==> src/rtl/bus_arbiter.sv <==
// Two-master arbiter sharing one registered memory port between instruction fetch
// and data access, with flush-aware fetch dropping and a per-transfer timeout.
module bus_arbiter #(
  parameter int unsigned TIMEOUT = 255
) (
  input  logic        clk,
  input  logic        rst,
  input  logic        if_ce,
  input  logic [31:0] if_addr,
  output logic [31:0] if_data,
  output logic        if_ready,
  input  logic        mem_ce,
  input  logic        mem_we,
  input  logic [31:0] mem_addr,
  input  logic [3:0]  mem_sel,
  input  logic [31:0] mem_wdata,
  output logic [31:0] mem_rdata,
  output logic        mem_ready,
  input  logic        flush,
  output logic        bus_req,
  output logic        bus_we,
  output logic [31:0] bus_addr,
  output logic [3:0]  bus_sel,
  output logic [31:0] bus_wdata,
  input  logic        bus_ack,
  input  logic [31:0] bus_rdata,
  output logic        stallreq,
  output logic        bus_err,
  output logic [1:0]  dbg_state
);

  typedef enum logic [1:0] {
    IDLE     = 2'd0,
    IF_BUSY  = 2'd1,
    MEM_BUSY = 2'd2,
    IF_DROP  = 2'd3
  } state_e;

  localparam logic [7:0] CNT_LAST = 8'(TIMEOUT - 1);

  state_e      state_q;
  logic [7:0]  cnt_q;
  logic        bus_req_q, bus_we_q, bus_err_q;
  logic [31:0] bus_addr_q, bus_wdata_q;
  logic [3:0]  bus_sel_q;
  logic [31:0] if_data_q, mem_rdata_q;
  logic        if_ready_q, mem_ready_q;

  // A requester whose ready pulse is showing this cycle is finishing, not asking again.
  logic mem_elig, if_elig, cnt_last;
  assign mem_elig = mem_ce & ~mem_ready_q;
  assign if_elig  = if_ce & ~if_ready_q;
  assign cnt_last = (cnt_q == CNT_LAST);

  always_ff @(posedge clk or negedge rst) begin
    if (!rst) begin
      state_q     <= IDLE;
      cnt_q       <= 8'd0;
      bus_req_q   <= 1'b0;
      bus_we_q    <= 1'b0;
      bus_err_q   <= 1'b0;
      bus_addr_q  <= 32'd0;
      bus_sel_q   <= 4'd0;
      bus_wdata_q <= 32'd0;
      if_data_q   <= 32'd0;
      mem_rdata_q <= 32'd0;
      if_ready_q  <= 1'b0;
      mem_ready_q <= 1'b0;
    end else begin
      if_ready_q  <= 1'b0;
      mem_ready_q <= 1'b0;
      bus_err_q   <= 1'b0;
      case (state_q)
        IDLE: begin
          if (mem_elig) begin
            state_q     <= MEM_BUSY;
            cnt_q       <= 8'd0;
            bus_req_q   <= 1'b1;
            bus_we_q    <= mem_we;
            bus_addr_q  <= mem_addr;
            bus_sel_q   <= mem_sel;
            bus_wdata_q <= mem_wdata;
          end else if (if_elig && !flush) begin
            state_q     <= IF_BUSY;
            cnt_q       <= 8'd0;
            bus_req_q   <= 1'b1;
            bus_we_q    <= 1'b0;
            bus_addr_q  <= if_addr;
            bus_sel_q   <= 4'b1111;
            bus_wdata_q <= 32'd0;
          end
        end
        MEM_BUSY: begin
          if (bus_ack) begin
            state_q     <= IDLE;
            bus_req_q   <= 1'b0;
            mem_rdata_q <= bus_rdata;
            mem_ready_q <= 1'b1;
          end else if (cnt_last) begin
            state_q     <= IDLE;
            bus_req_q   <= 1'b0;
            mem_rdata_q <= 32'd0;
            mem_ready_q <= 1'b1;
            bus_err_q   <= 1'b1;
          end else begin
            cnt_q <= cnt_q + 8'd1;
          end
        end
        IF_BUSY: begin
          // Flushed fetch: the bus transfer must still finish, but its data is discarded.
          if (flush) begin
            if (bus_ack) begin
              state_q   <= IDLE;
              bus_req_q <= 1'b0;
            end else begin
              state_q <= IF_DROP;
              cnt_q   <= 8'd0;
            end
          end else if (bus_ack) begin
            state_q    <= IDLE;
            bus_req_q  <= 1'b0;
            if_data_q  <= bus_rdata;
            if_ready_q <= 1'b1;
          end else if (cnt_last) begin
            state_q    <= IDLE;
            bus_req_q  <= 1'b0;
            if_data_q  <= 32'd0;
            if_ready_q <= 1'b1;
            bus_err_q  <= 1'b1;
          end else begin
            cnt_q <= cnt_q + 8'd1;
          end
        end
        IF_DROP: begin
          if (bus_ack) begin
            state_q   <= IDLE;
            bus_req_q <= 1'b0;
          end else if (cnt_last) begin
            state_q   <= IDLE;
            bus_req_q <= 1'b0;
            bus_err_q <= 1'b1;
          end else begin
            cnt_q <= cnt_q + 8'd1;
          end
        end
        default: state_q <= IDLE;
      endcase
    end
  end

  assign if_data   = if_data_q;
  assign if_ready  = if_ready_q;
  assign mem_rdata = mem_rdata_q;
  assign mem_ready = mem_ready_q;
  assign bus_req   = bus_req_q;
  assign bus_we    = bus_we_q;
  assign bus_addr  = bus_addr_q;
  assign bus_sel   = bus_sel_q;
  assign bus_wdata = bus_wdata_q;
  assign bus_err   = bus_err_q;
  assign dbg_state = state_q;
  assign stallreq  = (mem_ce & ~mem_ready_q) | (if_ce & ~if_ready_q & ~flush);

endmodule

==> config.mk <==
export PLATFORM = sky130hd
export DESIGN_NAME = bus_arbiter
export DESIGN_NICKNAME = d
export VERILOG_FILES = /design/src/rtl/bus_arbiter.sv
export SDC_FILE = /design/constraint.sdc
export NUM_CORES = 1
export LEC_CHECK = 0
export CORE_UTILIZATION = 42
export DETAILED_ROUTE_END_ITERATION = 8
export PLACE_DENSITY = 0.8
export SYNTH_ARGS = -nofsm -noshare
export SYNTH_HDL_FRONTEND = slang
export SYNTH_SLANG_ARGS = --single-unit
==> constraint.sdc <==
create_clock -name clk -period 2.3 [get_ports clk]
set_clock_uncertainty 0.1 [all_clocks]
set_input_delay 0.46 -clock clk [delete_from_list [all_inputs] [get_ports clk]]
set_output_delay 0.46 -clock clk [all_outputs]
set_load 0.005 [all_outputs]
==> metrics.txt, run 1 <==
Netlist cell types=45; period utilization=96.4%; Clock Latency Late Sink=410 ps; critical path depth=1; Final Max Slew Viols=0; Final TNS setup=0 ps; Mapped Cells=487; drc violations=0; Worst Setup End Kind=output pin; ys async rst share=100%; DRT met1 WL=7040 um; cts bufs inserted=17; EDFF count, synth=0; final setup violation count=0; FMAX=451 MHz; Ys Warns=0; P_leak=0.00453 uW; die area=15500 sq um; CTS tree=built; DR vias=4911; HP Class=reg -> reg; status=complete, no violations; combinational family with the most area after synthesis=multiplexers; DR WL met2=8220 um; worst r2r path cells=7; post-synthesis compound-gate area fraction=10.5%; Commonest cells post-synth=dfrtp_1, nand2_1, o21ai_0; TritonCTS Sinks=147; initial drt markers=238; Worst EP required=1740 ps; final non-filler cell total=973; WP buf/inv=1; Yosys top cell area share=58.3%; worst rel slew slack=68.3%; Simple-Gate Fraction of Synth Area=9.03%; xor/xnor share of the synthesized area=0%; first-pass GRT wire length=27100 um; post-DP HPWL=12400 um; P&R area growth vs syn=59.1%; clk slew on worst S/H paths=60 ps; CORE AREA=14600 sq um; most common cell in the netlist=dfrtp_1; Setup Fix Bufs, Post-CTS=0; Hold Crit Depth=2; Top Metal Used=met4; Main synth FF type=dfrtp_1; # rows=44; Chip Width=125 um; Fill cells=978; Worst VDD drop=0.553 mV; routed wire length=16800 um; Hold Vio Cnt, Final=0; crit path cell chain=clkdlybuf4s50_1; largest net degree at the start of global routing=74; final core utilization=68.8%; worst setup path class=reg -> out; fraction of synthesized area in multiplexers=18.6%; adder-cell share of the synthesized area=0.397%; CP peak stage delay=640 ps; Yosys top cell by area=dfrtp_1; initial antenna violation count=0; Max Cap Viol=0; Routed WL per cell=17.2 um; fin crit period=2220 ps; Clock Path Buffers=2; Vias/cell=5.05; register area share after synthesis=58.3%; Final WS setup=82.6 ps; diode count=0; Post-Place Worst Slack=-171 ps; critical path's slowest cell=clkdlybuf4s50_1; root buf cell=clkbuf_16; Top Ports=279; Critical Path Start Type=flop; RD Place Congestion=0.787; share of layout cells above drive strength 1=16.0%; routed wl met3=1180 um; worst slew pin tran=472 ps; largest cells by area after synthesis=dfrtp_1, mux2_4, mux2_2, mux2i_1, a22o_1; Die H=125 um; syn_area_per_cell=12.9 sq um; GRT Total Usage=22.4%; #FFs+latches synth=147; Worst Path Max Fanout=11; RSZ-0062 raised after global routing=no; Worst EP arrival=1660 ps; critical path's top delay family=buffers and inverters; vias in the first global route=5178; GRT overflow=0; Port-buffer cells=278; # H-tree levels=4; PwrDens=1210 nW/um^2; total power=12200 uW; Synth Cell Area=6310 sq um; syn_nets=628; DR pass1 iterations=4; placed cell count=940; antenna violation net count after detailed routing=0; Nets=917; Initial Utilization=43.2%
==> repair_timing <==
action,CTS,global route
setup endpoints to repair,1,0
hold buffers,1,0
resized for setup,5,0
hold endpoints to repair,43,0
==> final cells by class <==
type	instances	area, sq um	share of cell area (%)
Sequential cell	147	3680	36.7
Timing Repair Buffer	299	3020	30.1
Clock inverter	11	150	1.50
Multi-Input combinational cell	303	2470	24.6
Tap cell	184	230	2.29
Inverter	8	30.0	0.299
Clock buffer	21	460	4.59
==> cells by family after synthesis <==
logic type	count (synthesis)
flops	147
fa+ha+maj	2
compound gates	94
simple gates	109
buf+inv	37
mux	98
==> layer usage <==
layer | vias up | track usage (%)
li1 | 2303 | -
met1 | 2357 | 27.7
met2 | 226 | 36.6
met3 | 25 | 7.00
met4 | 0 | 8.43
met5 | - | 0
==> worst register-to-register path: stages, from the launching register on <==
cell	delay, ps
dfrtp_1	370
inv_1	60
ha_1	160
and3_1	220
a31oi_4	90
or3_2	450
buf_12	210
mux2_4	350
==> where the power goes <==
| part | switching, uW | total (uW) | internal [uW] |
|---|---|---|---|
| clock network | 1060 | 2830 | 1770 |
| logic | 1740 | 4950 | 3210 |
| registers | 711 | 4400 | 3690 |
| total | 3500 | 12200 | 8670 |
==> final timing paths <==
kind | start | end | slack, ps
min reg2reg | bus_addr[31]$_DFFE_PN0P_ | bus_addr[31]$_DFFE_PN0P_ | 380
max in group asynchronous | rst | mem_rdata[27]$_DFFE_PN0P_ | 980
max | dbg_state[0]$_DFFE_PN0P_ | dbg_state[0] | 80
min | bus_addr[31]$_DFFE_PN0P_ | bus_addr[31]$_DFFE_PN0P_ | 380
max reg2reg | cnt_q[0]$_DFFE_PN0P_ | if_data[21]$_DFFE_PN0P_ | 180
min in group asynchronous | rst | if_data[25]$_DFFE_PN0P_ | 460
==> placed cells by master, fill, tap and decap left out, types with 3 or more instances in the layout <==
cell and count:
clkdlybuf4s50_1 275, dfrtp_1 147, nand2_1 44, o21ai_0 39
mux2_2 35, mux2i_1 34, a22o_1 33, and2_1 33
mux2_4 29, clkbuf_16 17, buf_4 14, inv_1 8
nor2_1 8, buf_12 6, nand2b_1 5, o22a_1 4
nand4b_1 3, a21oi_1 3, bufinv_16 3
==> metrics by stage <==
step | area [sq um] | hold WS (ps)
2_1_floorplan | 6310 | 64.4
6_report | 10000 | 375
5_1_grt | 10000 | 405
3_5_place_dp | 9400 | 338
4_1_cts | 10000 | 383
3_3_place_gp | 9400 | 333
==> registers in the layout (all words and copies together), names as in the netlist <==
signal	cells
if_ready	1
bus_sel	4
mem_rdata	32
if_data	32
bus_addr	32
cnt_q	8
bus_wdata	32
bus_we	1
bus_err	1
bus_req	1
mem_ready	1
dbg_state	2
(Power assumes the default switching activity.)
==> run 2: changes to the inputs <==
- CTS_CLUSTER_SIZE: not set -> 14
==> results of run 2 <==
The final DEF is identical to that of run 1; final timing and power are the same.
==> run 3: changes to the inputs <==
- REMOVE_ABC_BUFFERS: not set -> 1
==> metrics.txt, run 3 (synthesis results as in run 1) <==
antenna violation net count after detailed routing=0 (unchanged); Critical Path Start Type=flop; period utilization=94.4% (-2.1 points); commonest non-fill, non-tap cell in the layout=clkdlybuf4s50_1; GRT Total Usage=23.8% (+1.4 points); largest net degree at the start of global routing=53 (-28%); worst rel slew slack=65.1% (-3.1 points); RD Place Congestion=0.849 (+7.9%); Global Route met3 Usage=8.51% (+1.5 points); FMAX=461 MHz (+2.2%); Worst EP required=2490 ps (+750 ps); Hold Vio Cnt, Final=0 (unchanged); fin crit period=2170 ps (-47.2 ps); most frequent cells in the layout=clkdlybuf4s50_1, dfrtp_1, nand2_1, o21ai_0, mux2_2; Routed WL per cell=18.1 um (+5.2%); total power=12500 uW (+2.6%); Clock Path Buffers=2 (unchanged); final core utilization=69.6% (+0.81 points); RSZ-0062 raised after global routing=no; GR Util met2=39.8% (+3.3 points); Worst EP arrival=2370 ps (+710 ps); diode count=0 (unchanged); Worst VDD drop=0.619 mV (+12%); Initial Utilization=43.2% (unchanged); P_leak=0.00458 uW (+1.3%); hold_ws=376 ps (+0.678 ps); status=complete, no violations; initial antenna violation count=0 (unchanged); Top Ports=279 (unchanged); die area=15500 sq um (unchanged); initial drt markers=182 (-24%); final setup violation count=0 (unchanged); PwrDens=1230 nW/um^2 (+1.4%); DR pass1 iterations=4 (unchanged); vias in the first global route=5335 (+3.0%); root buf cell=clkbuf_16; Final Max Slew Viols=0 (unchanged); Setup Fix Bufs, Post-CTS=0 (unchanged); met1 usage=28.4% (+0.65 points); Clock Latency Late Sink=410 ps (about the same); # H-tree levels=4 (unchanged); Worst Path Max Fanout=33 (+22); Port-buffer cells=278 (unchanged); first-pass GRT wire length=28700 um (+5.7%); GRT overflow=0 (unchanged); CORE AREA=14600 sq um (unchanged); global route hottest layer=met2; Nets=922 (+0.55%); Vias/cell=5.08 (+0.60%); cts bufs inserted=17 (unchanged); HP Class=reg -> reg; worst setup path class=reg -> reg; # rows=44 (unchanged); Max Cap Viol=0 (unchanged); drc violations=0 (unchanged); Worst Setup End Kind=flop; DR vias=4966 (+1.1%); post-DP HPWL=12900 um (+4.4%); Chip Width=125 um (unchanged); flop-to-flop setup slack=130 ps (-50 ps); Die H=125 um (unchanged); share of layout cells above drive strength 1=16.5% (+0.53 points); CTS tree=built; TritonCTS Sinks=147 (unchanged); P&R area growth vs syn=61.0%; clk slew on worst S/H paths=60 ps (about the same); routed wire length=17700 um (+5.7%); worst slew pin tran=523 ps (+50.6 ps)
[run 3: cell types whose count changed in the layout (fill, tap and decap cells not counted), sizes merged]
cell / delta
dlygate4sd2: -1
clkinv: -1
clkbuf: -2
dlymetal6s2s: +1
bufinv: +2
buf: +5
clkinvlp: +1
[run 3: path summary, 6_finish.rpt]
kind | cells after the start | to | start
setup / recovery | 7 | if_data[30]$_DFFE_PN0P_ | cnt_q[0]$_DFFE_PN0P_
hold / removal | 2 | bus_addr[21]$_DFFE_PN0P_ | bus_addr[21]$_DFFE_PN0P_
setup reg to reg | 7 | if_data[30]$_DFFE_PN0P_ | cnt_q[0]$_DFFE_PN0P_
hold reg to reg | 2 | bus_addr[21]$_DFFE_PN0P_ | bus_addr[21]$_DFFE_PN0P_
max in group asynchronous | 3 | mem_rdata[22]$_DFFE_PN0P_ | rst
min in group asynchronous | 2 | if_data[11]$_DFFE_PN0P_ | rst
[run 3: power by group]
part / internal [uW] / switching (uW)
sequential: 3690 / 665
combinational: 3300 / 1830
clock: 1930 / 1080
[run 3: repair_timing]
action	4_1_cts	5_1_grt
hold buffers	1	0
gates resized for setup	2	3
gates cloned	0	0
pin swaps	1	0
endpoints found under the setup margin	1	1
endpoints found under the hold margin	47	0
[run 3: per-stage QoR]
stage | instance area [sq um] | setup TNS (ps) | worst slack, ps | instances
after global routing | 10200 | 0 | 52.1 | 978
after CTS | 10100 | 0 | 25.3 | 978
after floorplan | 6130 | -294110 | -3720 | 458
after detailed placement | 9490 | -1100 | -80.5 | 945
final | 10200 | 0 | 130 | 978
after global placement | 9490 | -264 | -80.9 | 945
[run 3: layout make-up]
cell class / instances / area [sq um]
Fill cell: 1030 / 4440
Sequential cell: 147 / 3680
Timing Repair Buffer: 304 / 3110
Multi-Input combinational cell: 303 / 2470
Clock buffer: 19 / 433
Tap cell: 184 / 230
Clock inverter: 13 / 205
Inverter: 8 / 30.0
[run 3: routing by layer]
metal | up-vias | share of wire (%)
li1 | 2307 | -
met5 | - | 0
met1 | 2412 | 41
met2 | 231 | 50
met3 | 16 | 7.7
met4 | 0 | 1.3
[run 3: critical path, cell delays in order (launching register included)]
cell	delay, ps
dfrtp_1	380
inv_1	60
ha_1	190
and3_1	210
a31oi_4	90
or3_2	460
buf_12	200
mux2_4	330
